<file path="src/rtl/ahb_pkg.sv">
// Shared AHB-Lite definitions for the M0 SoC interconnect.
//   htrans_t      : transfer type encoding
//   HRESP_*       : response encodings
//   dflt_state_t  : built-in default slave states
//   MAP_*         : default SoC memory map (region chosen by HADDR[31:28])
package ahb_pkg;

  typedef enum logic [1:0] {
    HTRANS_IDLE   = 2'b00,
    HTRANS_BUSY   = 2'b01,
    HTRANS_NONSEQ = 2'b10,
    HTRANS_SEQ    = 2'b11
  } htrans_t;

  localparam logic HRESP_OKAY  = 1'b0;
  localparam logic HRESP_ERROR = 1'b1;

  typedef enum logic [1:0] {
    DS_IDLE = 2'b00,
    DS_ERR1 = 2'b01,
    DS_ERR2 = 2'b10
  } dflt_state_t;

  localparam logic [31:0] MAP_RAM_BASE    = 32'h0000_0000;
  localparam logic [31:0] MAP_SW_BASE     = 32'h4000_0000;
  localparam logic [31:0] MAP_DOUT_BASE   = 32'h5000_0000;
  localparam logic [31:0] MAP_REGION_MASK = 32'hF000_0000;

  // NONSEQ and SEQ both have bit 1 set; IDLE and BUSY do not.
  function automatic logic is_active(input logic [1:0] htrans);
    return htrans[1];
  endfunction

endpackage

</file>
<file path="src/rtl/ahb_default_slave.sv">
// Default slave for unmapped address space, with error logging.
// Active transfers get a two-cycle ERROR response; IDLE/BUSY get zero-wait OKAY.
//   state | meaning
//   IDLE  | no error in progress, HREADYOUT=1, HRESP=OKAY
//   ERR1  | first error cycle, HREADYOUT=0, HRESP=ERROR
//   ERR2  | second error cycle, HREADYOUT=1, HRESP=ERROR
// Ports:
//   HCLK, HRESETn  clock, async active-low reset
//   hready_i       bus HREADY (address phase accepted when high)
//   unmapped_i     address-phase decode found no slave
//   htrans_i       master HTRANS
//   haddr_i        master HADDR
//   hreadyout_o    default slave ready
//   hresp_o        default slave response
//   err_count_o    saturating count of completed ERROR responses
//   err_addr_o     address of the most recent unmapped active transfer
module ahb_default_slave
  import ahb_pkg::*;
#(
  parameter int CNT_W = 8
) (
  input  logic             HCLK,
  input  logic             HRESETn,
  input  logic             hready_i,
  input  logic             unmapped_i,
  input  logic [1:0]       htrans_i,
  input  logic [31:0]      haddr_i,
  output logic             hreadyout_o,
  output logic             hresp_o,
  output logic [CNT_W-1:0] err_count_o,
  output logic [31:0]      err_addr_o
);

  dflt_state_t      state_q, state_d;
  logic [CNT_W-1:0] cnt_q, cnt_d;
  logic [31:0]      addr_q, addr_d;
  logic             start;

  assign start = hready_i && unmapped_i && is_active(htrans_i);

  always_comb begin
    state_d     = state_q;
    cnt_d       = cnt_q;
    addr_d      = addr_q;
    hreadyout_o = 1'b1;
    hresp_o     = HRESP_OKAY;
    case (state_q)
      DS_IDLE: begin
        if (start) begin
          state_d = DS_ERR1;
          addr_d  = haddr_i;
        end
      end
      DS_ERR1: begin
        hreadyout_o = 1'b0;
        hresp_o     = HRESP_ERROR;
        state_d     = DS_ERR2;
      end
      DS_ERR2: begin
        hresp_o = HRESP_ERROR;
        if (cnt_q != {CNT_W{1'b1}}) cnt_d = cnt_q + CNT_W'(1);
        if (start) begin
          state_d = DS_ERR1;
          addr_d  = haddr_i;
        end else begin
          state_d = DS_IDLE;
        end
      end
      default: state_d = DS_IDLE;
    endcase
  end

  always_ff @(posedge HCLK or negedge HRESETn) begin
    if (!HRESETn) begin
      state_q <= DS_IDLE;
      cnt_q   <= '0;
      addr_q  <= '0;
    end else begin
      state_q <= state_d;
      cnt_q   <= cnt_d;
      addr_q  <= addr_d;
    end
  end

  assign err_count_o = cnt_q;
  assign err_addr_o  = addr_q;

endmodule

</file>
<file path="src/rtl/ahb_interconnect_n.sv">
// AHB-Lite single-master interconnect for NSLAVES slaves plus a built-in
// default slave for unmapped space.
// Ports:
//   HCLK, HRESETn        clock, async active-low reset
//   HADDR, HTRANS        master address phase
//   HREADY, HRDATA, HRESP muxed data-phase response to master (HREADY also to slaves)
//   HSEL_SIGNALS         one-hot address-phase slave selects (pure decode)
//   HRDATA_SIGNALS       slave read data, slave i at [32i+:32]
//   HREADYOUT_SIGNALS    slave ready outputs
//   HRESP_SIGNALS        slave responses
//   err_count, err_addr  error log from the default slave
module ahb_interconnect_n
  import ahb_pkg::*;
#(
  parameter int                    NSLAVES   = 3,
  parameter logic [NSLAVES*32-1:0] BASE_ADDR = {MAP_DOUT_BASE, MAP_SW_BASE, MAP_RAM_BASE},
  parameter logic [NSLAVES*32-1:0] ADDR_MASK = {3{MAP_REGION_MASK}},
  parameter int                    CNT_W     = 8
) (
  input  logic                  HCLK,
  input  logic                  HRESETn,
  input  logic [31:0]           HADDR,
  input  logic [1:0]            HTRANS,
  output logic                  HREADY,
  output logic [31:0]           HRDATA,
  output logic                  HRESP,
  output logic [NSLAVES-1:0]    HSEL_SIGNALS,
  input  logic [NSLAVES*32-1:0] HRDATA_SIGNALS,
  input  logic [NSLAVES-1:0]    HREADYOUT_SIGNALS,
  input  logic [NSLAVES-1:0]    HRESP_SIGNALS,
  output logic [CNT_W-1:0]      err_count,
  output logic [31:0]           err_addr
);

  logic [NSLAVES-1:0] hsel;
  logic               unmapped;
  logic [NSLAVES:0]   sel_q, sel_d;
  logic               dflt_ready;
  logic               dflt_resp;

  // Lowest index wins on overlapping regions, keeping hsel one-hot or zero.
  always_comb begin
    logic found;
    hsel  = '0;
    found = 1'b0;
    for (int i = 0; i < NSLAVES; i++) begin
      if (!found && ((HADDR & ADDR_MASK[32*i +: 32]) == BASE_ADDR[32*i +: 32])) begin
        hsel[i] = 1'b1;
        found   = 1'b1;
      end
    end
  end

  assign unmapped     = ~|hsel;
  assign HSEL_SIGNALS = hsel;

  // Top bit of sel_q marks the default slave as data-phase owner.
  assign sel_d = HREADY ? {unmapped, hsel} : sel_q;

  always_ff @(posedge HCLK or negedge HRESETn) begin
    if (!HRESETn) sel_q <= '0;
    else          sel_q <= sel_d;
  end

  always_comb begin
    HRDATA = '0;
    HREADY = 1'b1;
    HRESP  = HRESP_OKAY;
    for (int i = 0; i < NSLAVES; i++) begin
      if (sel_q[i]) begin
        HRDATA = HRDATA_SIGNALS[32*i +: 32];
        HREADY = HREADYOUT_SIGNALS[i];
        HRESP  = HRESP_SIGNALS[i];
      end
    end
    if (sel_q[NSLAVES]) begin
      HRDATA = '0;
      HREADY = dflt_ready;
      HRESP  = dflt_resp;
    end
  end

  ahb_default_slave #(.CNT_W(CNT_W)) u_dflt (
    .HCLK        (HCLK),
    .HRESETn     (HRESETn),
    .hready_i    (HREADY),
    .unmapped_i  (unmapped),
    .htrans_i    (HTRANS),
    .haddr_i     (HADDR),
    .hreadyout_o (dflt_ready),
    .hresp_o     (dflt_resp),
    .err_count_o (err_count),
    .err_addr_o  (err_addr)
  );

endmodule
</file>
<file path="config.mk">
export PLATFORM = sky130hd
export DESIGN_NAME = ahb_interconnect_n
export DESIGN_NICKNAME = d
export VERILOG_FILES = /design/src/rtl/ahb_pkg.sv /design/src/rtl/ahb_default_slave.sv /design/src/rtl/ahb_interconnect_n.sv
export SDC_FILE = /design/constraint.sdc
export NUM_CORES = 1
export LEC_CHECK = 0
export CAP_MARGIN = 20
export CORE_MARGIN = 4
export CORE_UTILIZATION = 37
export DETAILED_ROUTE_END_ITERATION = 7
export PLACE_DENSITY_LB_ADDON = 0.3
export REMOVE_ABC_BUFFERS = 1
export SLEW_MARGIN = 10
export SYNTH_ARGS = -nofsm -noshare
export SYNTH_HDL_FRONTEND = slang
export SYNTH_HIERARCHICAL = 1
export SYNTH_SLANG_ARGS = --single-unit
</file>
<file path="constraint.sdc">
create_clock -name HCLK -period 4.1 [get_ports HCLK]
set_input_delay 0.41 -clock HCLK [delete_from_list [all_inputs] [get_ports HCLK]]
set_output_delay 0.41 -clock HCLK [all_outputs]
set_load 0.005 [all_outputs]
</file>
==> impl_metrics.toml <==
[global_route]
grtUsageTotal = 0.2101
antenna_found_initial = 0
grt_overflow = 0
grt_pass1_wl_um = 14790
grt_max_degree = 71
grt_pass1_vias = 2897

[setup_path]
arrival_ns = 2.60
path_max_fanout = 70
slowest_stage = "dfrtp_2"
max_stage_delay_ns = 1.08
crit_chain = "nand2_1, mux2_2, o31ai_4, clkdlybuf4s50_1"
crit_path_start_kind = "flop"
cp.required_ns = 3.69
cp-end-kind = "output port"
crit_type = "reg2out"
r2r_cells = 6

[floorplan]
placementRows = 31
die-area_um2 = 8961
core_um2 = 7292
io_pins = 215
die_h_um = 94.67
die_w_um = 94.67
start_util = 0.3811

[power_and_ir_drop]
pwr-share-seq = 0.366
combinationalPowerShare = 0.514
p_leak_uw = 0.001921
p_sw_uw = 662.7
ir_drop_v = 0.0002423
pwr_density_cell_nw_per_um2 = 435.2
power.internal_uw = 1537
power_frac_clock = 0.120
switching_share = 0.3012

[clock_tree]
clock_sinks = 46
insertion_delay_ns = 0.29
clockRootBuffer = "clkbuf_8"
cts_inserted_buffers = 5
h-tree-depth = 2
clockBufferDepth = 2
cts_tree = "yes"
clk_pin_slew_ns = 0.08

[timing]
worst_pin_slew_ns = 1.075
setup_viol = 0
fin_worst_skew_ns = 0.004241
rsz0062_at_grt = "no"
tns_ns = 0
final_max_slew_viol_count = 0
period_needed_ns = 3.010
period_share = 0.7342
slew_headroom = 0.2835
fmax_mhz = 332.2
final_hold_viol_count = 0

[routing]
routed.top_layer = "met4"
met3_length_um = 638
ant_nets = 0
vias = 2907
wirelength_um = 9809
dr_wl_met2_um = 5310
wirelength_met1_um = 3737
wl_per_cell_um = 17.33
first_pass_iters = 4
via_per_inst = 5.136
route.detailed.drc = 0
drt_iter0_markers = 83

[logic_synthesis]
avgSynthCellArea_um2 = 10.49
yosys.cell_types.count = 37
yosysSeqAreaShare = 0.4142
syn_area_um2 = 2779
yosysTopAreaCellShare = 0.4142
synth-async-reset-ratio = 1.000
yosysMostFrequentCell = "dfrtp_1"
yosysTopAreaCell = "dfrtp_1"
synth-edff-count = 0
synth_warnings = 6
synth_commonest_cells = "46 x dfrtp_1, 33 x nor2b_1, 31 x a221oi_1, 30 x mux2_2, 30 x nor3_1"
ys_ff_latch = 46
synth_cells = 265
synth_area_leaders = "dfrtp_1 41%, mux2_2 12%, a221oi_1 9.8%, nor2b_1 7.4%, nor3_1 5.4%"
synth-main-ff-cell = "dfrtp_1"

[final_layout]
stdcell_count = 566
stdcell_area_um2 = 5055
fin_util = 0.6932
antenna_cells = 0
fill_cells = 567
drive_gt1_frac = 0.1156
fin_nets = 611
area_growth_pct = 81.90

[place]
dpl_cell_area_um2 = 4945
io_buffers = 213
hpwl_um = 7789
post-place-cells = 557
gp_congestion = 0.8211

[outcome]
outcome = "finished, final reports clean"

[run]
cap_violations = 0

[hold_path]
hold_path.class = "in2async"
[layer usage]
layer  vias to the layer above  GRT usage
met3                        11    0.05020
met5                         -          0
met4                         0    0.05288
met1                      1400     0.2498
met2                       107     0.3787
li1                       1389          -
[flip-flops by register name (all words and copies together) (netlist names)]
register            flops
u_dflt/err_count_o      8
u_dflt/state_q          2
sel_q                   4
u_dflt/err_addr_o      32
[power by group through the flow]
stage	registers, uW	clock network (uW)	logic (uW)
finish	805	263	1130
global route	837	289	1230
CTS	805	269	1150
detailed placement	814	0	1150
global placement	799	0	1120
floorplan	818	0	446
[through the flow]
step / hold slack [ns] / power, uW / worst slack (ns)
floorplan: 0.1144 / 1263 / 0.8077
global placement: 0.4858 / 1917 / 1.374
detailed placement: 0.4917 / 1959 / 1.271
CTS: 0.3176 / 2223 / 1.094
global route: 0.5139 / 2351 / 0.8903
finish: 0.5048 / 2200 / 1.090
[worst max-delay path, delay by kind of cell (launching register included)]
family	cells	cell delay (ns)
AND/OR/NAND/NOR	1	0.17
AO/OA/AOI/OAI	1	0.09
flip-flops	1	1.08
buffers and inverters	1	0.59
multiplexers	1	0.36
[what timing repair did]
action / CTS / global route
hold buffers: 0 / 1
buffers inserted: 0 / 0
hold endpoints to repair: 0 / 9
gates resized for setup: 0 / 0
[final timing paths]
path,start,to,slack [ns]
worst max-delay path,sel_q[2],HREADY,1.09
worst min-delay path,HRESETn,u_dflt/err_addr_o[24],0.50
worst max register to register,sel_q[2],u_dflt/err_addr_o[31],1.24
worst min register to register,u_dflt/err_addr_o[5],u_dflt/err_addr_o[5],0.51
max in group asynchronous,HRESETn,sel_q[2],3.12
min in group HCLK,u_dflt/err_addr_o[5],u_dflt/err_addr_o[5],0.51
[cell families after synthesis]
| group | count (synthesis) | synth area share |
|---|---|---|
| AO/OA/AOI/OAI | 53 | 0.1576 |
| AND/OR/NAND/NOR | 87 | 0.1769 |
| multiplexers | 38 | 0.1607 |
| XOR/XNOR | 4 | 0.01261 |
| adder cells (fa/ha/maj) | 6 | 0.02701 |
| buffers and inverters | 31 | 0.05088 |
| flip-flops | 46 | 0.4142 |
[cell usage in the layout (no fill, tap or decap), types with 6 or more instances in the layout]
cell and count:
clkdlybuf4s50_1 212, nor3_1 30, mux2_2 30, nor2b_1 32, ha_1 6, a221oi_1 31, nand2_1 8, a21oi_1 7
dfrtp_1 45, inv_1 8
[area by class of cell]
type,instances,area (um^2),share of cell area
Timing Repair Buffer,218,2180,0.4312
Multi-Input combinational cell,188,1489,0.2946
Sequential cell,46,1152,0.2280
Tap cell,99,123.9,0.02450
Clock buffer,6,72.57,0.01436
Inverter,8,30.03,0.005941
Clock inverter,1,7.507,0.001485
No activity file was read; power rests on OpenSTA's default activity.
